$ cat config.mk
export PLATFORM = sky130hd
export DESIGN_NAME = uart_rx_monitor
export DESIGN_NICKNAME = d
export VERILOG_FILES = /design/src/rtl/uart_rx_monitor.sv
export SDC_FILE = /design/constraint.sdc
export NUM_CORES = 1
export LEC_CHECK = 0
export CAP_MARGIN = 20
export CORE_MARGIN = 4
export CORE_UTILIZATION = 55
export DETAILED_ROUTE_END_ITERATION = 16
export PLACE_DENSITY = 0.71
export SKIP_CTS_REPAIR_TIMING = 1
export SYNTH_ARGS = -nofsm -noshare
export SYNTH_HDL_FRONTEND = slang
export SYNTH_SLANG_ARGS = --single-unit
$ cat constraint.sdc
create_clock -name clk -period 3.7 [get_ports clk]
set_clock_uncertainty 0.05 [all_clocks]
set_input_delay 1.11 -clock clk [delete_from_list [all_inputs] [get_ports clk]]
set_output_delay 1.11 -clock clk [all_outputs]
set_load 0.02 [all_outputs]
$ cat src/rtl/uart_rx_monitor.sv
// uart_rx_monitor: passive 8N1 UART tap with fractional 16x tick, FWFT byte FIFO and AXI4-Stream output.
// Build macro UART_RX_MAJORITY_EN selects 2-of-3 voting at every sample point.
`timescale 1ns/1ps
module uart_rx_monitor #(
  parameter int ACC_BITS        = 10,
  parameter int BAUD_ADD        = 82,
  parameter int FIFO_DEPTH_LOG2 = 4
) (
  input  logic        clk,
  input  logic        rst,
  input  logic        rx_i,
  input  logic        en_i,
  output logic [7:0]  m_axis_tdata,
  output logic        m_axis_tuser,
  output logic        m_axis_tvalid,
  input  logic        m_axis_tready,
  output logic        overflow_o,
  input  logic        overflow_clr_i,
  output logic        busy_o,
  output logic [15:0] byte_count_o
);
  // state | meaning
  // IDLE  | waiting for a low line
  // START | validating the start bit
  // DATA  | shifting in 8 data bits, LSB first
  // STOP  | sampling the stop bit, then pushing the byte
  // BRK   | line held low after a framing error, waiting for high
  typedef enum logic [2:0] {IDLE, START, DATA, STOP, BRK} state_t;

  localparam int DEPTH = 2**FIFO_DEPTH_LOG2;
  localparam int PW    = FIFO_DEPTH_LOG2;

  state_t           state;
  logic [ACC_BITS:0] acc;
  logic             tick;
  logic             rx_meta, rxs;
  logic [3:0]       tcnt;
  logic [2:0]       bit_idx;
  logic [7:0]       shreg;
  logic             push_v;
  logic [8:0]       push_word;
  logic [3:0]       adv_pt;
  logic             bit_val;

  always_ff @(posedge clk or posedge rst)
    if (rst) acc <= '0;
    else     acc <= {1'b0, acc[ACC_BITS-1:0]} + (ACC_BITS+1)'(BAUD_ADD);

  assign tick = acc[ACC_BITS];

  always_ff @(posedge clk or posedge rst)
    if (rst) begin
      rx_meta <= 1'b1;
      rxs     <= 1'b1;
    end else begin
      rx_meta <= rx_i;
      rxs     <= rx_meta;
    end

`ifdef UART_RX_MAJORITY_EN
  // Votes land on the two ticks before the advance tick; the third vote is the live rxs.
  localparam logic [3:0] START_ADV = 4'd8;
  localparam logic [3:0] BIT_ADV   = 4'd15;
  logic [1:0] votes;

  always_ff @(posedge clk or posedge rst)
    if (rst) votes <= 2'b11;
    else if (tick) begin
      if (tcnt == adv_pt - 4'd2) votes[0] <= rxs;
      if (tcnt == adv_pt - 4'd1) votes[1] <= rxs;
    end

  assign bit_val = (votes[0] & votes[1]) | (votes[0] & rxs) | (votes[1] & rxs);
`else
  localparam logic [3:0] START_ADV = 4'd7;
  localparam logic [3:0] BIT_ADV   = 4'd15;
  assign bit_val = rxs;
`endif

  assign adv_pt = (state == START) ? START_ADV : BIT_ADV;

  always_ff @(posedge clk or posedge rst)
    if (rst) begin
      state     <= IDLE;
      tcnt      <= '0;
      bit_idx   <= '0;
      shreg     <= '0;
      push_v    <= 1'b0;
      push_word <= '0;
    end else begin
      push_v <= 1'b0;
      if (!en_i) begin
        state <= IDLE;
        tcnt  <= '0;
      end else begin
        case (state)
          IDLE: if (!rxs) begin
            state <= START;
            tcnt  <= '0;
          end
          START: if (tick) begin
            if (tcnt == adv_pt) begin
              tcnt    <= '0;
              bit_idx <= '0;
              state   <= bit_val ? IDLE : DATA;
            end else tcnt <= tcnt + 4'd1;
          end
          DATA: if (tick) begin
            if (tcnt == adv_pt) begin
              tcnt    <= '0;
              shreg   <= {bit_val, shreg[7:1]};
              bit_idx <= bit_idx + 3'd1;
              if (bit_idx == 3'd7) state <= STOP;
            end else tcnt <= tcnt + 4'd1;
          end
          STOP: if (tick) begin
            if (tcnt == adv_pt) begin
              tcnt      <= '0;
              push_v    <= 1'b1;
              push_word <= {~bit_val, shreg};
              state     <= bit_val ? IDLE : BRK;
            end else tcnt <= tcnt + 4'd1;
          end
          BRK: if (rxs) state <= IDLE;
          default: state <= IDLE;
        endcase
      end
    end

  assign busy_o = (state != IDLE);

  // Capacity counts the output register too, so DEPTH bytes fit in total.
  logic [8:0]  mem [DEPTH];
  logic [PW-1:0] wr_ptr, rd_ptr;
  logic [PW:0]   mem_cnt;
  logic          pop, full, push_ok, load_out;

  assign pop      = m_axis_tvalid & m_axis_tready;
  assign full     = (mem_cnt + {{PW{1'b0}}, m_axis_tvalid}) == (PW+1)'(DEPTH);
  assign push_ok  = push_v & (~full | pop);
  assign load_out = (~m_axis_tvalid | pop) & (mem_cnt != '0);

  always_ff @(posedge clk)
    if (push_ok) mem[wr_ptr] <= push_word;

  always_ff @(posedge clk or posedge rst)
    if (rst) begin
      wr_ptr        <= '0;
      rd_ptr        <= '0;
      mem_cnt       <= '0;
      m_axis_tvalid <= 1'b0;
      m_axis_tdata  <= '0;
      m_axis_tuser  <= 1'b0;
      overflow_o    <= 1'b0;
      byte_count_o  <= '0;
    end else begin
      if (push_ok) begin
        wr_ptr       <= wr_ptr + PW'(1);
        byte_count_o <= byte_count_o + 16'd1;
      end
      if (load_out) begin
        {m_axis_tuser, m_axis_tdata} <= mem[rd_ptr];
        rd_ptr        <= rd_ptr + PW'(1);
        m_axis_tvalid <= 1'b1;
      end else if (pop) m_axis_tvalid <= 1'b0;
      case ({push_ok, load_out})
        2'b10:   mem_cnt <= mem_cnt + (PW+1)'(1);
        2'b01:   mem_cnt <= mem_cnt - (PW+1)'(1);
        default: mem_cnt <= mem_cnt;
      endcase
      if (push_v && !push_ok) overflow_o <= 1'b1;
      else if (overflow_clr_i) overflow_o <= 1'b0;
    end

endmodule
==> impl_metrics.csv <==
group,metric,value,unit
outcome,outcome,"finished, final reports clean",
clocking,clkSinkCount,224,
critical_path,regToRegEndpoint,"mem_cnt[4]",
timing,finalHoldWorstSlack,0.310,ns
critical_path,crit_fanout,3,
yosys,seq_area_frac_synth,0.686,
placement,io_buffers,33,
clocking,root_buffer,"clkbuf_16",
yosys,synth_edf_count,144,
power,powerDensity,581,nW/um^2
timing,fin_ws,0.360,ns
global_route,grtUsageMet1,0.269,
power,total_power,6.25,mW
critical_path,cp.arrival,3.66,ns
yosys,synth_top_family_by_area,"multiplexers",
power,seq_power_share,0.467,
global_route,grt_pass1_wl,27600,um
power,sw_frac_of_total,0.259,
critical_path,cp_slowest_cell,"or3b_2",
routing,drt-wirelength-per-cell,19.7,um
final_layout,instances_no_fill,866,
clocking,clockBufferDepth,3,
routing,post_drt_via_cell_ratio,5.70,
placement,dp_slack,-0.168,ns
yosys,ys.warnings.count,0,
critical_path,critPathRequiredTime,4.02,ns
timing,max_slew_margin,0.496,
timing,fmax,299,MHz
min_path,hold_start,"rx_meta",
routing,vias,4940,
global_route,grt_max_degree,51,
power,internal-power,4.63,mW
placement,gp_congestion,0.803,
clocking,cts_tree,"yes",
timing,finalHoldViolations,0,
final_layout,seq_area,6330,um^2
clocking,path_clk_slew,0.06,ns
global_route,grt_overflow,0,
final_layout,layout.nets,653,
placement,dp_cells,825,
floorplan,die_y,138,um
critical_path,r2r_start,"mem_cnt[0]",
floorplan,start_util,0.558,
yosys,synthTopCellsByCount,"edfxtp_1 (144), dfrtp_1 (78), nand2_1 (49)",
routing,drc,0,
final_layout,diodes,0,
yosys,yosys.area_share.adder,0.0239,
critical_path,cp-end-kind,"flop",
yosys,syn_avg_cell_area,16.2,um^2
yosys,yosysUniqueCellTypes,48,
final_layout,final_area,10700,um^2
global_route,use_met3,0.0358,
yosys,syn-instance-count,568,
final_layout,final_util,0.650,
routing,wl,17100,um
final_layout,fill_cells,1149,
yosys,yosysTopAreaCell,"edfxtp_1",
timing,fin_crit_sh,0.903,
critical_path,crit_type,"primary input to flop",
timing,drv_slew,0,
critical_path,crit_chain,"clkdlybuf4s50_1 -> a211oi_1 -> buf_4 -> a31oi_4 -> inv_2 -> ha_1 -> inv_1 -> fa_1 -> nor2b_1 -> o21ai_0 -> nand3_1 -> or3b_2 -> xnor2_1",
min_path,hold_path_end,"bit_val",
global_route,met2_usage,0.317,
clocking,cts_buffers,23,
power,peakVddDrop,0.402,mV
critical_path,r2r_slack,0.41,ns
yosys,synth_top_area_frac,0.469,
global_route,busiest_layer,"met2",
power,p_switching,1.62,mW
yosys,synth-xor-area-share,0.0321,
yosys,synth_area_leaders,"edfxtp_1 (47%), dfrtp_1 (21%), mux4_2 (8.8%)",
final_layout,multi_input_area,2760,um^2
power,leakage,4.31,nW
global_route,antenna_found_initial,0,
final_layout,area_growth,16.5,%
yosys,async_flop_share,0.357,
yosys,synth_compound_area_frac,0.0330,
timing,setup_violations,0,
run,maxCapViolCount,0,
yosys,synth_flop_cell,"edfxtp_1",
floorplan,io_pins,34,
routing,ant_nets,0,
global_route,track_usage,0.193,
final_layout,final_layout_size_suffix_gt1_frac,0.214,
routing,first_pass_iters,4,
timing,rsz0062_at_grt,"false",
floorplan,num_rows,47,
floorplan,core-area,16500,um^2
critical_path,critPathLaunchType,"primary input",
clocking,htree_levels,1,
clocking,clk_latency,0.50,ns
routing,drt_iter0_markers,357,
power,p_clk_frac,0.368,
placement,hpwl,10900,um
yosys,ys_ff_latch,224,
floorplan,die_w,138,um
min_path,worstHoldPathCells,0,
floorplan,die_area,18900,um^2
min_path,hp-class,"flop to flop",
yosys,synth.most_common_cell,"edfxtp_1",
critical_path,slowest_delay,0.45,ns
yosys,synth_area,9220,um^2
timing,fin_crit,3.34,ns
placement,placed_area,9970,um^2
yosys,synthSimpleGateAreaFrac,0.0747,
yosys,synth_fp_nets,591,
timing,setup-tns-final,0,ns
yosys,muxShareOfSynthArea,0.133,
timing,worst_pin_slew,0.756,ns
power,pwr-share-comb,0.165,
global_route,first_global_vias,5098,
critical_path,rr_worst_depth,14,
[cell usage in the layout, fill, tap and decap left out, types with 13 or more instances in the layout]
| master | instances |
|---|---|
| edfxtp_1 | 144 |
| o21ai_0 | 35 |
| mux2_2 | 25 |
| mux4_2 | 36 |
| dfrtp_1 | 78 |
| clkbuf_16 | 26 |
| inv_1 | 14 |
| buf_4 | 26 |
| ha_1 | 16 |
| xnor2_1 | 28 |
| nand2_1 | 49 |
| nand3_1 | 13 |
| clkdlybuf4s50_1 | 33 |
| mux2i_1 | 13 |
[kinds of logic (layout without fill, tap and decap cells)]
family          Yosys count  after routing
mux                      74             74
xor+xnor                 33             33
buf+inv                  39            117
compound gates           52             52
simple gates            129            129
flops                   224            224
fa+ha+maj                17             17
[state kept, by name (all words and copies together) (netlist names)]
register       count
mem              144
rx_meta            1
bit_idx            3
acc               10
m_axis_tvalid      1
push_word          9
push_v             1
overflow_o         1
bit_val            1
mem_cnt            5
m_axis_tdata       8
m_axis_tuser       1
tcnt               4
shreg              8
rd_ptr             4
wr_ptr             4
state              3
byte_count_o      16
[final cells by class]
class / instances / share of cell area
clock buffer: 30 / 0.0641
sequential: 224 / 0.589
inverter: 16 / 0.00570
clock inverter: 11 / 0.00780
multi-input combinational: 305 / 0.257
timing repair buffer: 60 / 0.0508
tap: 220 / 0.0256
[critical path, delay by kind of cell]
kind,cells,cell delay (ns)
AOI/OAI and AO/OA,3,0.43
xor gates and xnor gates,1,0.14
adders and majority gates,2,0.57
buffers and inverters,4,0.73
and+or+nand+nor,3,0.66
[per-layer routing]
| layer | vias to the layer above | part of all wire | wire length [um] |
|---|---|---|---|
| met4 | 0 | 0.020 | 337 |
| met1 | 2511 | 0.42 | 7190 |
| met3 | 34 | 0.058 | 986 |
| met2 | 124 | 0.50 | 8560 |
| met5 | - | 0 | 0 |
| li1 | 2271 | - | - |
[worst max path at each step]
stage,start,to,slack [ns],cells after the start
floorplan,m_axis_tready,mem_cnt[4],0.19,11
global placement,m_axis_tready,mem_cnt[4],-0.02,13
detailed placement,m_axis_tready,mem_cnt[4],-0.17,13
CTS,m_axis_tready,mem_cnt[4],0.36,13
global route,m_axis_tready,mem_cnt[4],0.17,13
finish,m_axis_tready,mem_cnt[4],0.36,13
[power by group through the flow]
stage	sequential (mW)	clock [mW]	combinational, mW
after global placement	2.96	0	1.02
final	2.92	2.30	1.03
after CTS	2.92	2.35	1.05
after detailed placement	2.97	0	1.05
after floorplan	2.92	0	0.755
after global routing	2.94	2.47	1.15
Note: power is estimated with default switching activity, not from simulation.
